$ cat src/rtl/div_8bit.sv
// div_8bit: 8-bit unsigned restoring divider, one quotient bit per clock.
// A start in IDLE captures the operands; eight CALC cycles later the result
// appears together with a one-cycle done pulse. A zero divisor skips CALC and
// reports quotient 8'hFF with the div0 flag set.
// Optional feature: define DIV_REM_EN to add the remainder output port.

module div_8bit (
  input  logic       clk,
  input  logic       rst_n,
  input  logic       start,
  input  logic [7:0] dividend,
  input  logic [7:0] divisor,
  output logic [7:0] quotient,
`ifdef DIV_REM_EN
  output logic [7:0] remainder,
`endif
  output logic       busy,
  output logic       done,
  output logic       div0
);

  typedef enum logic [1:0] {
    IDLE,
    CALC,
    DONE
  } state_t;

  state_t     state;
  logic [7:0] dvs;       // captured divisor
  logic [7:0] dq;        // dividend bits shifting out, quotient bits shifting in
  logic [7:0] prem;      // partial remainder
  logic [3:0] cnt;       // iteration counter

  logic [9:0] trial;
  logic [7:0] next_prem;
  logic [7:0] next_dq;

  // One restoring step: shift {prem, dq} left, trial-subtract the divisor.
  // A restored remainder always fits 8 bits because it is below the divisor.
  always_comb begin
    trial     = {1'b0, prem, dq[7]} - {2'b00, dvs};
    next_prem = {prem[6:0], dq[7]};
    next_dq   = {dq[6:0], 1'b0};
    if (!trial[9]) begin
      next_prem = trial[7:0];
      next_dq   = {dq[6:0], 1'b1};
    end
  end

  // Control FSM with registered outputs; reset wins over any start.
  always_ff @(posedge clk) begin
    if (!rst_n) begin
      state    <= IDLE;
      quotient <= 8'd0;
      busy     <= 1'b0;
      done     <= 1'b0;
      div0     <= 1'b0;
      cnt      <= 4'd0;
      dvs      <= 8'd0;
      dq       <= 8'd0;
      prem     <= 8'd0;
`ifdef DIV_REM_EN
      remainder <= 8'd0;
`endif
    end else begin
      case (state)
        IDLE: begin
          done <= 1'b0;
          if (start) begin
            if (divisor == 8'd0) begin
              state    <= DONE;
              quotient <= 8'hFF;
              div0     <= 1'b1;
              done     <= 1'b1;
`ifdef DIV_REM_EN
              remainder <= dividend;
`endif
            end else begin
              state <= CALC;
              dvs   <= divisor;
              dq    <= dividend;
              prem  <= 8'd0;
              cnt   <= 4'd0;
              div0  <= 1'b0;
              busy  <= 1'b1;
            end
          end
        end
        CALC: begin
          dq   <= next_dq;
          prem <= next_prem;
          cnt  <= cnt + 4'd1;
          if (cnt == 4'd7) begin
            state    <= DONE;
            busy     <= 1'b0;
            done     <= 1'b1;
            quotient <= next_dq;
`ifdef DIV_REM_EN
            remainder <= next_prem;
`endif
          end
        end
        DONE: begin
          done  <= 1'b0;
          state <= IDLE;
        end
        default: begin
          state <= IDLE;
          busy  <= 1'b0;
          done  <= 1'b0;
        end
      endcase
    end
  end

endmodule
$ cat config.mk
export PLATFORM = sky130hd
export DESIGN_NAME = div_8bit
export DESIGN_NICKNAME = d
export VERILOG_FILES = /design/src/rtl/div_8bit.sv
export SDC_FILE = /design/constraint.sdc
export NUM_CORES = 1
export LEC_CHECK = 0
export CAP_MARGIN = 20
export CORE_MARGIN = 3
export CORE_UTILIZATION = 54
export DETAILED_ROUTE_END_ITERATION = 6
export PLACE_DENSITY = 0.78
export SYNTH_ARGS = -nofsm -noshare
export SYNTH_HDL_FRONTEND = slang
export SYNTH_SLANG_ARGS = --single-unit
$ cat constraint.sdc
create_clock -name clk -period 2.5 [get_ports clk]
set_input_delay 0.375 -clock clk [delete_from_list [all_inputs] [get_ports clk]]
set_output_delay 0.375 -clock clk [all_outputs]
set_load 0.02 [all_outputs]
==> flow_summary.json <==
{
  "synth.area.mux_share": 0.00460,
  "kind_of_cell_with_the_highest_combined_delay_on_the_critical_path": "compound AO/OA/AOI/OAI gates",
  "fmax_mhz": 448,
  "initial_core_util": 0.577,
  "post_synthesis_share_of_cell_area_spent_on_full_adders_half_adders_and_majority_gates": 0.0610,
  "num_rows": 22,
  "cap_viol_max_count": 0,
  "port_buffers": 29,
  "timing.final.setup_violations": 0,
  "placed_instances": 333,
  "cp.buffers_inverters": 1,
  "routed-via-count": 1935,
  "viasPerCell": 5.67,
  "syn-instance-count": 262,
  "cpMaxStageDelayCell": "sky130_fd_sc_hd__fa_1",
  "synth_top_cell_area_share": 0.377,
  "ctsRootBufferMaster": "sky130_fd_sc_hd__clkbuf_8",
  "cts.htree.levels": 2,
  "worst_clock_skew_ps": 4.93,
  "finalHoldViolCount": 0,
  "ys_ff_latch": 41,
  "synth_enable_flop_cells": 0,
  "cts_hold_buffers": 0,
  "postRouteAntennaNets": 0,
  "simple_gate_share_of_the_synthesized_area": 0.257,
  "max-clock-path-buffers": 2,
  "dieWidth_um": 69.5,
  "netlist.top_cell.by_area": "sky130_fd_sc_hd__dfxtp_1",
  "timing.critical_path.from_type": "register",
  "grt_pass1_vias": 1800,
  "post-route-drc-count": 0,
  "max-slew-margin-rel": 0.599,
  "grt_pass1_wl_um": 8020,
  "synth.top_cells.by_area": "sky130_fd_sc_hd__dfxtp_1 38%, sky130_fd_sc_hd__nand2_1 7.6%, sky130_fd_sc_hd__ha_1 5.2%",
  "postCtsSetupBuffers": 0,
  "sequential_fraction_of_the_synthesis_area": 0.377,
  "unrepaired_setup_endpoints_after_global_routing": "false",
  "floorplan.die.height_um": 69.5,
  "fp.coreArea_mm2": 0.00377,
  "final_design_area_no_fill_mm2": 0.00262,
  "grt_antenna_before_repair": 0,
  "clkLatencyLatePin_ps": 300,
  "route.detailed.wl_per_inst_um": 13.7,
  "critPathMaxStageDelay_ps": 410,
  "pwr_density_cell_mw_per_mm2": 713,
  "largest_net_degree_at_the_start_of_global_routing": 18,
  "tritoncts": "built",
  "synth.net_count": 291,
  "cellLeakagePower_uw": 0.000967,
  "drtIter0Drc": 120,
  "numCtsBuffers": 5,
  "fraction_of_registers_with_async_set_or_reset_after_synthesis": 0,
  "tns_ps": 0,
  "outcome": "finished clean",
  "critPathCaptureType": "register",
  "gpl.final_weighted_congestion": 0.812,
  "clock_sinks": 41,
  "cts.clk_slew.worst_paths_ps": 80,
  "worstPathCellList": "inv_1 -> ha_1 -> fa_1 -> nand2b_1 -> a2111oi_1 -> a211oi_1 -> and3_1 -> o31ai_1",
  "mean_cell_area_of_the_mapped_netlist_um2": 8.30,
  "combinational_family_with_the_most_area_after_synthesis": "simple AND/OR/NAND/NOR gates",
  "postLayoutCoreUtil": 0.694,
  "dpl_cell_area_mm2": 0.00251,
  "synth_compound_area_frac": 0.231,
  "final_max_slew_viol_count": 0,
  "num_io_pins": 30,
  "hpwl_detailed_um": 3470,
  "layout-drive-gt1-share": 0.0887,
  "grt.total_usage": 0.202,
  "antennaDiodeCount": 0,
  "timing_worst_slew_pin_value_ps": 599,
  "worstPathMaxFanout": 3,
  "worst_endpoint_required_time_ps": 2710,
  "drtPass1Iterations": 4,
  "worstPathArrival_ps": 2440,
  "vdd_ir_drop_max_mv": 0.397,
  "worst_hold_path_type": "reg2reg",
  "power_uw": 1870,
  "synthToLayoutAreaGrowth_pct": 20.4,
  "layout.nets": 321,
  "share_of_the_clock_period_used_by_the_worst_path_after_layout": 0.892,
  "post_synthesis_cell_area_mm2": 0.00217,
  "fin_crit_ps": 2230,
  "post_synth_num_cell_types": 53,
  "layout.cells.non_filler": 341,
  "synthesis.yosys.warnings": 0,
  "die_area_mm2": 0.00482,
  "wl_um": 4690,
  "synth_xor_area_frac": 0.0161,
  "dominantRegCellSynth": "sky130_fd_sc_hd__dfxtp_1",
  "grt-ovfl-total": 0,
  "critPathKind": "reg2reg"
}
cells in the mapped netlist (3+ instances only):
| cell type | instances |
|---|---|
| sky130_fd_sc_hd__o2111ai_1 | 4 |
| sky130_fd_sc_hd__ha_1 | 9 |
| sky130_fd_sc_hd__o31ai_1 | 3 |
| sky130_fd_sc_hd__inv_1 | 17 |
| sky130_fd_sc_hd__clkbuf_1 | 5 |
| sky130_fd_sc_hd__nor2b_1 | 3 |
| sky130_fd_sc_hd__nand3_1 | 3 |
| sky130_fd_sc_hd__dfxtp_1 | 41 |
| sky130_fd_sc_hd__a211oi_1 | 4 |
| sky130_fd_sc_hd__a311oi_1 | 8 |
| sky130_fd_sc_hd__nor2_1 | 28 |
| sky130_fd_sc_hd__nor3_1 | 15 |
| sky130_fd_sc_hd__o311ai_0 | 4 |
| sky130_fd_sc_hd__a21oi_1 | 14 |
| sky130_fd_sc_hd__nand2_1 | 44 |
| sky130_fd_sc_hd__o21ai_0 | 6 |
| sky130_fd_sc_hd__nand2b_1 | 4 |
| sky130_fd_sc_hd__and3_1 | 4 |
| sky130_fd_sc_hd__buf_2 | 5 |
worst register-to-register path, stage by stage (launching register included):
cell	delay (ps)
sky130_fd_sc_hd__dfxtp_1	390
sky130_fd_sc_hd__inv_1	60
sky130_fd_sc_hd__ha_1	200
sky130_fd_sc_hd__fa_1	410
sky130_fd_sc_hd__nand2b_1	210
sky130_fd_sc_hd__a2111oi_1	380
sky130_fd_sc_hd__a211oi_1	100
sky130_fd_sc_hd__and3_1	200
sky130_fd_sc_hd__o31ai_1	190
layout by cell type, fill, tap and decap left out, types with 3 or more instances in the layout:
cell type / synthesis / final
sky130_fd_sc_hd__a211oi_1: 4 / 4
sky130_fd_sc_hd__a21oi_1: 14 / 14
sky130_fd_sc_hd__a311oi_1: 8 / 8
sky130_fd_sc_hd__and3_1: 4 / 4
sky130_fd_sc_hd__buf_4: 1 / 5
sky130_fd_sc_hd__clkbuf_8: 0 / 7
sky130_fd_sc_hd__clkdlybuf4s50_1: 0 / 29
sky130_fd_sc_hd__dfxtp_1: 41 / 41
sky130_fd_sc_hd__ha_1: 9 / 9
sky130_fd_sc_hd__inv_1: 17 / 17
sky130_fd_sc_hd__nand2_1: 44 / 44
sky130_fd_sc_hd__nand2b_1: 4 / 4
sky130_fd_sc_hd__nand3_1: 3 / 3
sky130_fd_sc_hd__nor2_1: 28 / 28
sky130_fd_sc_hd__nor2b_1: 3 / 3
sky130_fd_sc_hd__nor3_1: 15 / 15
sky130_fd_sc_hd__o2111ai_1: 4 / 4
sky130_fd_sc_hd__o21ai_0: 6 / 6
sky130_fd_sc_hd__o311ai_0: 4 / 4
sky130_fd_sc_hd__o31ai_1: 3 / 3
stage by stage:
step	worst slack (ps)	hold WS, ps
final	269	463
after floorplan	542	436
after global routing	97.3	489
after detailed placement	225	451
after global placement	293	442
after CTS	246	462
state kept, by name, summed over array words and instances, names as in the netlist:
signal	flops
prem	8
quotient	8
done	1
dq	8
div0	1
cnt	4
dvs	8
state	2
busy	1
where the power goes:
| part | leakage (µW) | switching [µW] | internal (µW) | total, µW |
|---|---|---|---|---|
| Sequential | 0.000336 | 47.8 | 716 | 764 |
| Clock | 0.0000549 | 233 | 255 | 487 |
| Combinational | 0.000576 | 351 | 265 | 615 |
what timing repair did:
| action | in CTS | in global routing |
|---|---|---|
| hold endpoints to repair | 0 | 0 |
| setup endpoints to repair | 0 | 1 |
| resized for setup | 0 | 1 |
metal layers:
metal | vias up | track usage | routed length, µm
met2 | 53 | 0.307 | 2050
met4 | 0 | 0.0868 | 107
met3 | 13 | 0.0551 | 230
met1 | 870 | 0.268 | 2300
li1 | 999 | - | -
met5 | - | 0 | 0
worst paths after layout:
| path | from | end | slack (ps) | cells after the start |
|---|---|---|---|---|
| setup / recovery | dq[7] | prem[6] | 270 | 8 |
| hold / removal | dvs[2] | dvs[2] | 460 | 2 |
| setup reg to reg | dq[7] | prem[6] | 270 | 8 |
| hold reg to reg | dvs[2] | dvs[2] | 460 | 2 |
final cells by class:
class	instances	area (µm²)
inverter	17	63.8
tap	48	60.1
clock inverter	1	8.76
fill	306	1150
clock buffer	7	96.3
timing repair buffer	34	328
multi-input combinational	193	1240
sequential	41	821
cells by family after synthesis:
| group | after synthesis |
|---|---|
| buffers and inverters | 28 |
| adder cells (fa/ha/maj) | 10 |
| XOR/XNOR | 4 |
| AND/OR/NAND/NOR | 115 |
| flip-flops | 41 |
| multiplexers | 1 |
| AO/OA/AOI/OAI | 63 |
Power figures use the tool's default switching activity.
